==> config.mk <==
export PLATFORM = sky130hd
export DESIGN_NAME = pic_rw_ctrl_seq
export DESIGN_NICKNAME = d
export VERILOG_FILES = /design/src/rtl/pic_rw_ctrl_seq_pkg.sv /design/src/rtl/pic_rw_ctrl_seq_bus_strobe.sv /design/src/rtl/pic_rw_ctrl_seq.sv
export SDC_FILE = /design/constraint.sdc
export NUM_CORES = 1
export LEC_CHECK = 0
export ABC_CLOCK_PERIOD_IN_PS = 2000
export BUFFER_PORTS_ARGS = -buffer_cell sky130_fd_sc_hd__buf_2
export CORE_MARGIN = 2
export CORE_UTILIZATION = 51
export CTS_CLUSTER_SIZE = 10
export DETAILED_ROUTE_END_ITERATION = 10
export GPL_ROUTABILITY_DRIVEN = 0
export PLACE_DENSITY = 0.83
export SYNTH_ARGS = -nofsm -noshare
export SYNTH_HDL_FRONTEND = slang
export SYNTH_SLANG_ARGS = --single-unit
==> constraint.sdc <==
create_clock -name clk -period 2 [get_ports clk]
set_input_delay 0.2 -clock clk [delete_from_list [all_inputs] [get_ports clk]]
set_output_delay 0.2 -clock clk [all_outputs]
set_load 0.02 [all_outputs]
==> src/rtl/pic_rw_ctrl_seq_pkg.sv <==
// ---------------------------------------------------------------------------
// pic_pkg
//   Shared definitions for the 8259-style PIC read/write control slice:
//   sequencer state encodings, ICW/OCW bit positions and next-state helpers
//   for the initialisation word sequence.
// ---------------------------------------------------------------------------
package pic_pkg;

  typedef logic [2:0] pic_state_t;

  // Sequencer states
  localparam logic [2:0] ST_UNINIT    = 3'd0;
  localparam logic [2:0] ST_WAIT_ICW2 = 3'd1;
  localparam logic [2:0] ST_WAIT_ICW3 = 3'd2;
  localparam logic [2:0] ST_WAIT_ICW4 = 3'd3;
  localparam logic [2:0] ST_READY     = 3'd4;

  // ICW1 bit positions
  localparam int ICW1_IC4  = 0;
  localparam int ICW1_SNGL = 1;
  localparam int ICW1_ID   = 4;

  // OCW3 bit positions
  localparam int OCW3_RIS  = 0;
  localparam int OCW3_RR   = 1;
  localparam int OCW3_P    = 2;
  localparam int OCW3_SMM  = 5;
  localparam int OCW3_ESMM = 6;

  // a0=0 word selector: 0 -> OCW2, 1 -> OCW3 (when bit ICW1_ID is clear)
  localparam int OCW_SEL   = 3;

  // State following ICW2: ICW3 only exists in cascade mode
  function automatic pic_state_t next_after_icw2(input logic cascade_en,
                                                 input logic sngl,
                                                 input logic ic4);
    pic_state_t st;
    if (cascade_en && !sngl) begin
      st = ST_WAIT_ICW3;
    end else if (ic4) begin
      st = ST_WAIT_ICW4;
    end else begin
      st = ST_READY;
    end
    return st;
  endfunction

  // State following ICW3
  function automatic pic_state_t next_after_icw3(input logic ic4);
    pic_state_t st;
    if (ic4) begin
      st = ST_WAIT_ICW4;
    end else begin
      st = ST_READY;
    end
    return st;
  endfunction

endpackage

==> src/rtl/pic_rw_ctrl_seq_bus_strobe.sv <==
// ---------------------------------------------------------------------------
// pic_bus_strobe
//   Captures a0/d_in/cs_n on every cycle the write strobe is low and emits
//   single-cycle strobes for the end of a write and the end of a read.
// Ports
//   clk, rst_n          clock, async active-low reset
//   cs_n, wr_n, rd_n    bus control (already synchronous to clk)
//   a0, d_in            bus address bit and write data
//   wr_a0, wr_d         address/data captured during the last write low phase
//   wr_commit           1 on the first cycle wr_n is high after being low,
//                       only when chip select was active at capture
//   rd_end              1 on the first cycle rd_n is high after a selected read
// ---------------------------------------------------------------------------
module pic_bus_strobe #(
  parameter int DW = 8
) (
  input  logic          clk,
  input  logic          rst_n,
  input  logic          cs_n,
  input  logic          wr_n,
  input  logic          rd_n,
  input  logic          a0,
  input  logic [DW-1:0] d_in,
  output logic          wr_a0,
  output logic [DW-1:0] wr_d,
  output logic          wr_commit,
  output logic          rd_end
);

  logic          r_wr_low;
  logic          r_cs_n_cap;
  logic          r_a0_cap;
  logic [DW-1:0] r_d_cap;
  logic          r_rd_low;

  // Write-phase capture and read-phase tracking
  always_ff @(posedge clk or negedge rst_n) begin
    if (!rst_n) begin
      r_wr_low   <= 1'b0;
      r_cs_n_cap <= 1'b1;
      r_a0_cap   <= 1'b0;
      r_d_cap    <= '0;
      r_rd_low   <= 1'b0;
    end else begin
      if (!wr_n) begin
        r_wr_low   <= 1'b1;
        r_cs_n_cap <= cs_n;
        r_a0_cap   <= a0;
        r_d_cap    <= d_in;
      end else begin
        r_wr_low   <= 1'b0;
      end
      // A write in progress suppresses the read, so it never ends a read
      r_rd_low <= !cs_n && !rd_n && wr_n;
    end
  end

  assign wr_a0     = r_a0_cap;
  assign wr_d      = r_d_cap;
  assign wr_commit = r_wr_low && wr_n && !r_cs_n_cap;
  assign rd_end    = r_rd_low && rd_n;

endmodule

==> src/rtl/pic_rw_ctrl_seq.sv <==
// ---------------------------------------------------------------------------
// pic_rw_ctrl_seq
//   Read/write control for an 8259-style PIC. Decodes CPU bus writes into the
//   ICW1..ICW4 initialisation sequence and OCW1..OCW3 operational words, and
//   serves IRR/ISR/IMR/poll-word reads.
// Ports
//   clk, rst_n              clock, async active-low reset
//   cs_n, wr_n, rd_n, a0    CPU bus control; d_in write data
//   d_out, d_oe             registered read data and output enable
//   irr_i, isr_i, poll_vec_i  read sources from request/priority logic
//   icw1_o..icw4_o          latched init words
//   init_pulse              1 clk when ICW1 is accepted
//   init_done               init sequence complete
//   imr_o                   interrupt mask (OCW1)
//   ocw2_o, ocw2_stb        last OCW2 and its 1-clk strobe
//   smm_o                   special mask mode
//   poll_ack                1 clk when a poll read completes
//   seq_err                 1 clk when a write is dropped as illegal
// ---------------------------------------------------------------------------
module pic_rw_ctrl_seq
  import pic_pkg::*;
#(
  parameter int DW         = 8,
  parameter int CASCADE_EN = 1,
  parameter int RR_DEFAULT = 0
) (
  input  logic          clk,
  input  logic          rst_n,
  input  logic          cs_n,
  input  logic          wr_n,
  input  logic          rd_n,
  input  logic          a0,
  input  logic [DW-1:0] d_in,
  output logic [DW-1:0] d_out,
  output logic          d_oe,
  input  logic [DW-1:0] irr_i,
  input  logic [DW-1:0] isr_i,
  input  logic [DW-1:0] poll_vec_i,
  output logic [DW-1:0] icw1_o,
  output logic [DW-1:0] icw2_o,
  output logic [DW-1:0] icw3_o,
  output logic [DW-1:0] icw4_o,
  output logic          init_pulse,
  output logic          init_done,
  output logic [DW-1:0] imr_o,
  output logic [DW-1:0] ocw2_o,
  output logic          ocw2_stb,
  output logic          smm_o,
  output logic          poll_ack,
  output logic          seq_err
);

  localparam logic LP_CASCADE = (CASCADE_EN != 0) ? 1'b1 : 1'b0;
  localparam logic LP_RR_RST  = (RR_DEFAULT != 0) ? 1'b1 : 1'b0;

  logic          w_wr_a0;
  logic [DW-1:0] w_wr_d;
  logic          w_wr_commit;
  logic          w_rd_end;
  logic          w_rd_act;
  logic [DW-1:0] w_rd_data;

  pic_state_t    r_state,     w_state_nx;
  logic [DW-1:0] r_icw1,      w_icw1_nx;
  logic [DW-1:0] r_icw2,      w_icw2_nx;
  logic [DW-1:0] r_icw3,      w_icw3_nx;
  logic [DW-1:0] r_icw4,      w_icw4_nx;
  logic [DW-1:0] r_imr,       w_imr_nx;
  logic [DW-1:0] r_ocw2,      w_ocw2_nx;
  logic          r_init_done, w_init_done_nx;
  logic          r_init_pulse, w_init_pulse_nx;
  logic          r_ocw2_stb,  w_ocw2_stb_nx;
  logic          r_seq_err,   w_seq_err_nx;
  logic          r_smm,       w_smm_nx;
  logic          r_rr_sel,    w_rr_sel_nx;
  logic          r_poll_pend, w_poll_pend_nx;
  logic          r_poll_ack,  w_poll_ack_nx;
  logic          r_d_oe;
  logic [DW-1:0] r_d_out;

  pic_bus_strobe #(.DW(DW)) u_strobe (
    .clk       (clk),
    .rst_n     (rst_n),
    .cs_n      (cs_n),
    .wr_n      (wr_n),
    .rd_n      (rd_n),
    .a0        (a0),
    .d_in      (d_in),
    .wr_a0     (w_wr_a0),
    .wr_d      (w_wr_d),
    .wr_commit (w_wr_commit),
    .rd_end    (w_rd_end)
  );

  // Write decode and sequencer next-state
  always_comb begin
    w_state_nx      = r_state;
    w_icw1_nx       = r_icw1;
    w_icw2_nx       = r_icw2;
    w_icw3_nx       = r_icw3;
    w_icw4_nx       = r_icw4;
    w_imr_nx        = r_imr;
    w_ocw2_nx       = r_ocw2;
    w_smm_nx        = r_smm;
    w_rr_sel_nx     = r_rr_sel;
    w_poll_pend_nx  = r_poll_pend;
    w_init_pulse_nx = 1'b0;
    w_ocw2_stb_nx   = 1'b0;
    w_seq_err_nx    = 1'b0;
    w_poll_ack_nx   = 1'b0;

    // A completed read while a poll is pending consumes the poll
    if (w_rd_end && r_poll_pend) begin
      w_poll_pend_nx = 1'b0;
      w_poll_ack_nx  = 1'b1;
    end else begin
      w_poll_ack_nx  = 1'b0;
    end

    if (w_wr_commit) begin
      // ICW1 restarts the sequence from any state
      if (!w_wr_a0 && w_wr_d[ICW1_ID]) begin
        w_icw1_nx       = w_wr_d;
        w_icw2_nx       = '0;
        w_icw3_nx       = '0;
        w_icw4_nx       = '0;
        w_imr_nx        = '0;
        w_init_pulse_nx = 1'b1;
        w_state_nx      = ST_WAIT_ICW2;
      end else begin
        case (r_state)
          ST_WAIT_ICW2: begin
            if (w_wr_a0) begin
              w_icw2_nx  = w_wr_d;
              w_state_nx = next_after_icw2(LP_CASCADE, r_icw1[ICW1_SNGL],
                                           r_icw1[ICW1_IC4]);
            end else begin
              w_seq_err_nx = 1'b1;
            end
          end
          ST_WAIT_ICW3: begin
            if (w_wr_a0) begin
              w_icw3_nx  = w_wr_d;
              w_state_nx = next_after_icw3(r_icw1[ICW1_IC4]);
            end else begin
              w_seq_err_nx = 1'b1;
            end
          end
          ST_WAIT_ICW4: begin
            if (w_wr_a0) begin
              w_icw4_nx  = w_wr_d;
              w_state_nx = ST_READY;
            end else begin
              w_seq_err_nx = 1'b1;
            end
          end
          ST_READY: begin
            if (w_wr_a0) begin
              w_imr_nx = w_wr_d;
            end else if (!w_wr_d[OCW_SEL]) begin
              w_ocw2_nx     = w_wr_d;
              w_ocw2_stb_nx = 1'b1;
            end else begin
              // OCW3: each field only applies when its enable bit is set
              if (w_wr_d[OCW3_RR]) begin
                w_rr_sel_nx = w_wr_d[OCW3_RIS];
              end else begin
                w_rr_sel_nx = r_rr_sel;
              end
              if (w_wr_d[OCW3_ESMM]) begin
                w_smm_nx = w_wr_d[OCW3_SMM];
              end else begin
                w_smm_nx = r_smm;
              end
              if (w_wr_d[OCW3_P]) begin
                w_poll_pend_nx = 1'b1;
              end else begin
                w_poll_pend_nx = r_poll_pend;
              end
            end
          end
          default: begin
            // UNINIT (and any unreachable encoding) only accepts ICW1
            w_seq_err_nx = 1'b1;
            w_state_nx   = ST_UNINIT;
          end
        endcase
      end
    end else begin
      w_state_nx = r_state;
    end

    // Only READY is initialised; ICW1 always leaves READY
    w_init_done_nx = (w_state_nx == ST_READY);
  end

  // Control and configuration registers
  always_ff @(posedge clk or negedge rst_n) begin
    if (!rst_n) begin
      r_state      <= ST_UNINIT;
      r_icw1       <= '0;
      r_icw2       <= '0;
      r_icw3       <= '0;
      r_icw4       <= '0;
      r_imr        <= '0;
      r_ocw2       <= '0;
      r_init_done  <= 1'b0;
      r_init_pulse <= 1'b0;
      r_ocw2_stb   <= 1'b0;
      r_seq_err    <= 1'b0;
      r_smm        <= 1'b0;
      r_rr_sel     <= LP_RR_RST;
      r_poll_pend  <= 1'b0;
      r_poll_ack   <= 1'b0;
    end else begin
      r_state      <= w_state_nx;
      r_icw1       <= w_icw1_nx;
      r_icw2       <= w_icw2_nx;
      r_icw3       <= w_icw3_nx;
      r_icw4       <= w_icw4_nx;
      r_imr        <= w_imr_nx;
      r_ocw2       <= w_ocw2_nx;
      r_init_done  <= w_init_done_nx;
      r_init_pulse <= w_init_pulse_nx;
      r_ocw2_stb   <= w_ocw2_stb_nx;
      r_seq_err    <= w_seq_err_nx;
      r_smm        <= w_smm_nx;
      r_rr_sel     <= w_rr_sel_nx;
      r_poll_pend  <= w_poll_pend_nx;
      r_poll_ack   <= w_poll_ack_nx;
    end
  end

  // Read source select; a pending poll overrides the addressed register
  assign w_rd_act  = !cs_n && !rd_n && wr_n;
  assign w_rd_data = r_poll_pend ? poll_vec_i :
                     a0          ? r_imr      :
                     r_rr_sel    ? isr_i      : irr_i;

  // Registered read data and bus drive enable
  always_ff @(posedge clk or negedge rst_n) begin
    if (!rst_n) begin
      r_d_oe  <= 1'b0;
      r_d_out <= '0;
    end else begin
      r_d_oe  <= w_rd_act;
      r_d_out <= w_rd_act ? w_rd_data : '0;
    end
  end

  assign d_out      = r_d_out;
  assign d_oe       = r_d_oe;
  assign icw1_o     = r_icw1;
  assign icw2_o     = r_icw2;
  assign icw3_o     = r_icw3;
  assign icw4_o     = r_icw4;
  assign init_pulse = r_init_pulse;
  assign init_done  = r_init_done;
  assign imr_o      = r_imr;
  assign ocw2_o     = r_ocw2;
  assign ocw2_stb   = r_ocw2_stb;
  assign smm_o      = r_smm;
  assign poll_ack   = r_poll_ack;
  assign seq_err    = r_seq_err;

endmodule

==> results.md <==
* Vias in the first global route at roughly 2,400
* Die height at around 85 um
* Yosys reg bits at 78
* Postcts setup bufs at 0
* Fill cells at 494
* Setup tns final at 0 ns
* Mean Syn Cell Area at roughly 11 um2
* WL final at 7.316 mm
* Startpoint Class: register
* GRT Overall Usage at 21.20%
* Crit path max fanout at 17
* Mapped Cells at approximately 290
* DR vias/cell at 5.331
* Cell Chain, Critical Path: nand2b_1 -> nand2_1 -> o32a_1 -> a211oi_2
* Slew Limit Headroom at 61.10%
* Die X at 84.80 um
* Worst-margin pin slew at between 0.5 and 0.6 ns
* Routed vias at 2,527
* H-tree Lvls at 3
* YS warnings at 0
* CP top delay family: flip-flops
* PortBufs at 99
* Register area share after synthesis at around three fifths
* Worst setup slack after placement at approximately 0.17 ns
* Status: finished clean
* GRT overflow at 0
* Peak Freq at 0.5659 GHz
* Starting DRT DRC Count at ~170
* CORE AREA at 6350 um2
* R2R cell count at 4
* Min cycle time layout at between 1.5 and 2 ns
* Clk_lat worst skew at ~0.34 ns
* Final period util at 88.35%
* Post-synthesis async set-or-reset flop share at 100.0%
* CP peak stage delay at 0.59 ns
* CTS tree: done
* Clk pin slew, worst setup/hold paths at ~0.07 ns
* Max_cap viols at 0
* Largest net degree at the start of global routing at 49
* Min-delay worst type: in2reg
* Overall power at roughly 5 mW
* CP Depth at 4
* Hold-critical path depth at 2
* Critical path buffers and inverters at 0
* Main synth FF type: dfrtp_1
* Endpoints failing setup at 0
* Rows at 29
* Nets at 430
* Clk root buf: clkbuf_8
* Syn Nets at 332
* Max VDD drop at 0.7140 mV
* PD cells at 1226 nW/um2
* RSZ-0062 raised after global routing: false
* Critical path class: reg2reg
* Fraction of layout cells with a size suffix above 1 at 39.55%
* First-pass GRT wire length at 11.90 mm
* Clk_skew at 0.01020 ns
* Diode count at 0
* Iteration count of the initial detailed-routing pass at 4
* DR WL/cell at 15.43 um
* Leak at 2.033 nW
* CP endpoint kind: register
* DR DRC count at 0
* Setup ws final at between 0.2 and 0.25 ns
* CTS Sinks at 78
* Final antenna-violating net count at 0
* Fin. max-slew vios at 0
* Hold Fails Final Rpt at 0
* Cell Area, Synth at 3329 um2
* Distinct cells, synth at 43
* Post-synth EDFFs at 0
* Total CTS buffers at 9
* Starting Density at approximately 52%
* IO Count at a little over 100
* CP Data Required Time at 2.25 ns
* Area Growth Syn to Fin at 22.89%
* Die area at roughly 7000 um2
* Critical Path AT at 2.02 ns
* Post-detail-place hpwl at 5.448 mm
* Clk buf depth at 2
* Slowest cell on crit path: dfrtp_1
* Initial antenna violation count at 0
## power breakdown
| group | total (mW) | internal [mW] | switching (mW) |
|---|---|---|---|
| Combinational | 1.48 | 0.578 | 0.904 |
| Clock | 1.24 | 0.681 | 0.563 |
| Sequential | 2.29 | 1.96 | 0.330 |
| Total | 5.02 | 3.22 | 1.80 |
## through the flow
stage	hold WS (ns)	instances	utilization (%)	area, um2
global placement	0.2456	457	60.77	3859
detailed placement	0.2487	457	60.77	3859
global route	0.07970	474	64.43	4091
finish	0.09546	474	64.43	4091
floorplan	-0.09559	294	-	3329
CTS	0.08888	474	64.37	4088
## cell families after synthesis
kind of cell    count (synthesis)  synth area share [%]
simple gates                   96                 14.62
flops                          78                 58.66
compound gates                 57                 9.808
mux                            41                 13.49
buf+inv                        21                 3.307
other cells                     1                0.1126
## layout make-up
class | instances | area, um2 | area share (%)
multi-input combinational | 195 | 1270 | 31.04
timing repair buffer | 104 | 538.0 | 13.15
tap | 77 | 96.34 | 2.355
clock inverter | 4 | 53.80 | 1.315
sequential | 78 | 1953 | 47.74
inverter | 4 | 15.01 | 0.3670
clock buffer | 12 | 165.2 | 4.037
## routing by layer
metal  global-route usage, %  part of all wire (%)  wire (um)
met1                   28.90                    45       3291
met2                   33.43                    46       3376
met5                       0                     0          0
met3                   6.686                   8.6        627
met4                   5.339                  0.29         21
## cell usage in the layout (no fill, tap or decap), types with 3 or more instances in the layout
master / instances
o21ai_2: 4
nor2_1: 13
buf_2: 98
nand2b_1: 6
inv_1: 4
buf_4: 5
mux2_2: 23
nand2_1: 55
mux2i_1: 16
dfrtp_1: 77
nand3_1: 3
o21ai_0: 44
clkbuf_8: 12
## worst paths after layout
check	start	to	slack, ns
hold / removal	d_in[1]	u_strobe.wr_d[1]	0.1
max in group asynchronous	rst_n	r_state[0]	0.92
hold reg to reg	icw1_o[4]	icw1_o[4]	0.47
setup reg to reg	u_strobe.wr_a0	init_done	0.23
setup / recovery	u_strobe.wr_a0	init_done	0.23
min in group asynchronous	rst_n	d_out[1]	0.40
## synth_stat cells (2+ instances only)
master	n	area, um2
mux2i_1	16	160.2
and4bb_2	2	25.02
mux2_4	2	30.03
a21oi_1	2	10.01
clkbuf_1	4	15.01
dfrtp_1	77	1927
a22oi_1	2	15.01
buf_4	4	30.03
nand2_1	55	206.5
buf_2	6	30.03
mux2_2	23	259.0
nand3_1	3	15.01
o21ai_2	3	26.28
o21ai_0	44	220.2
nand2b_1	6	37.54
inv_1	4	15.01
nand3b_1	2	15.01
nor2_1	13	48.80
nor2_4	2	22.52
## registers in the layout, indices dropped and copies added (netlist names), 3 cells and up
signal	count
r_state	3
u_strobe.wr_d	8
imr_o	8
d_out	8
icw1_o	8
icw4_o	8
icw2_o	8
icw3_o	8
ocw2_o	7
## timing repair
action | 4_1_cts | 5_1_grt
hold buffers | 1 | 0
gates resized for setup | 0 | 1
setup endpoints to repair | 0 | 7
hold endpoints to repair | 45 | 0
Note: power is estimated with default switching activity, not from simulation.
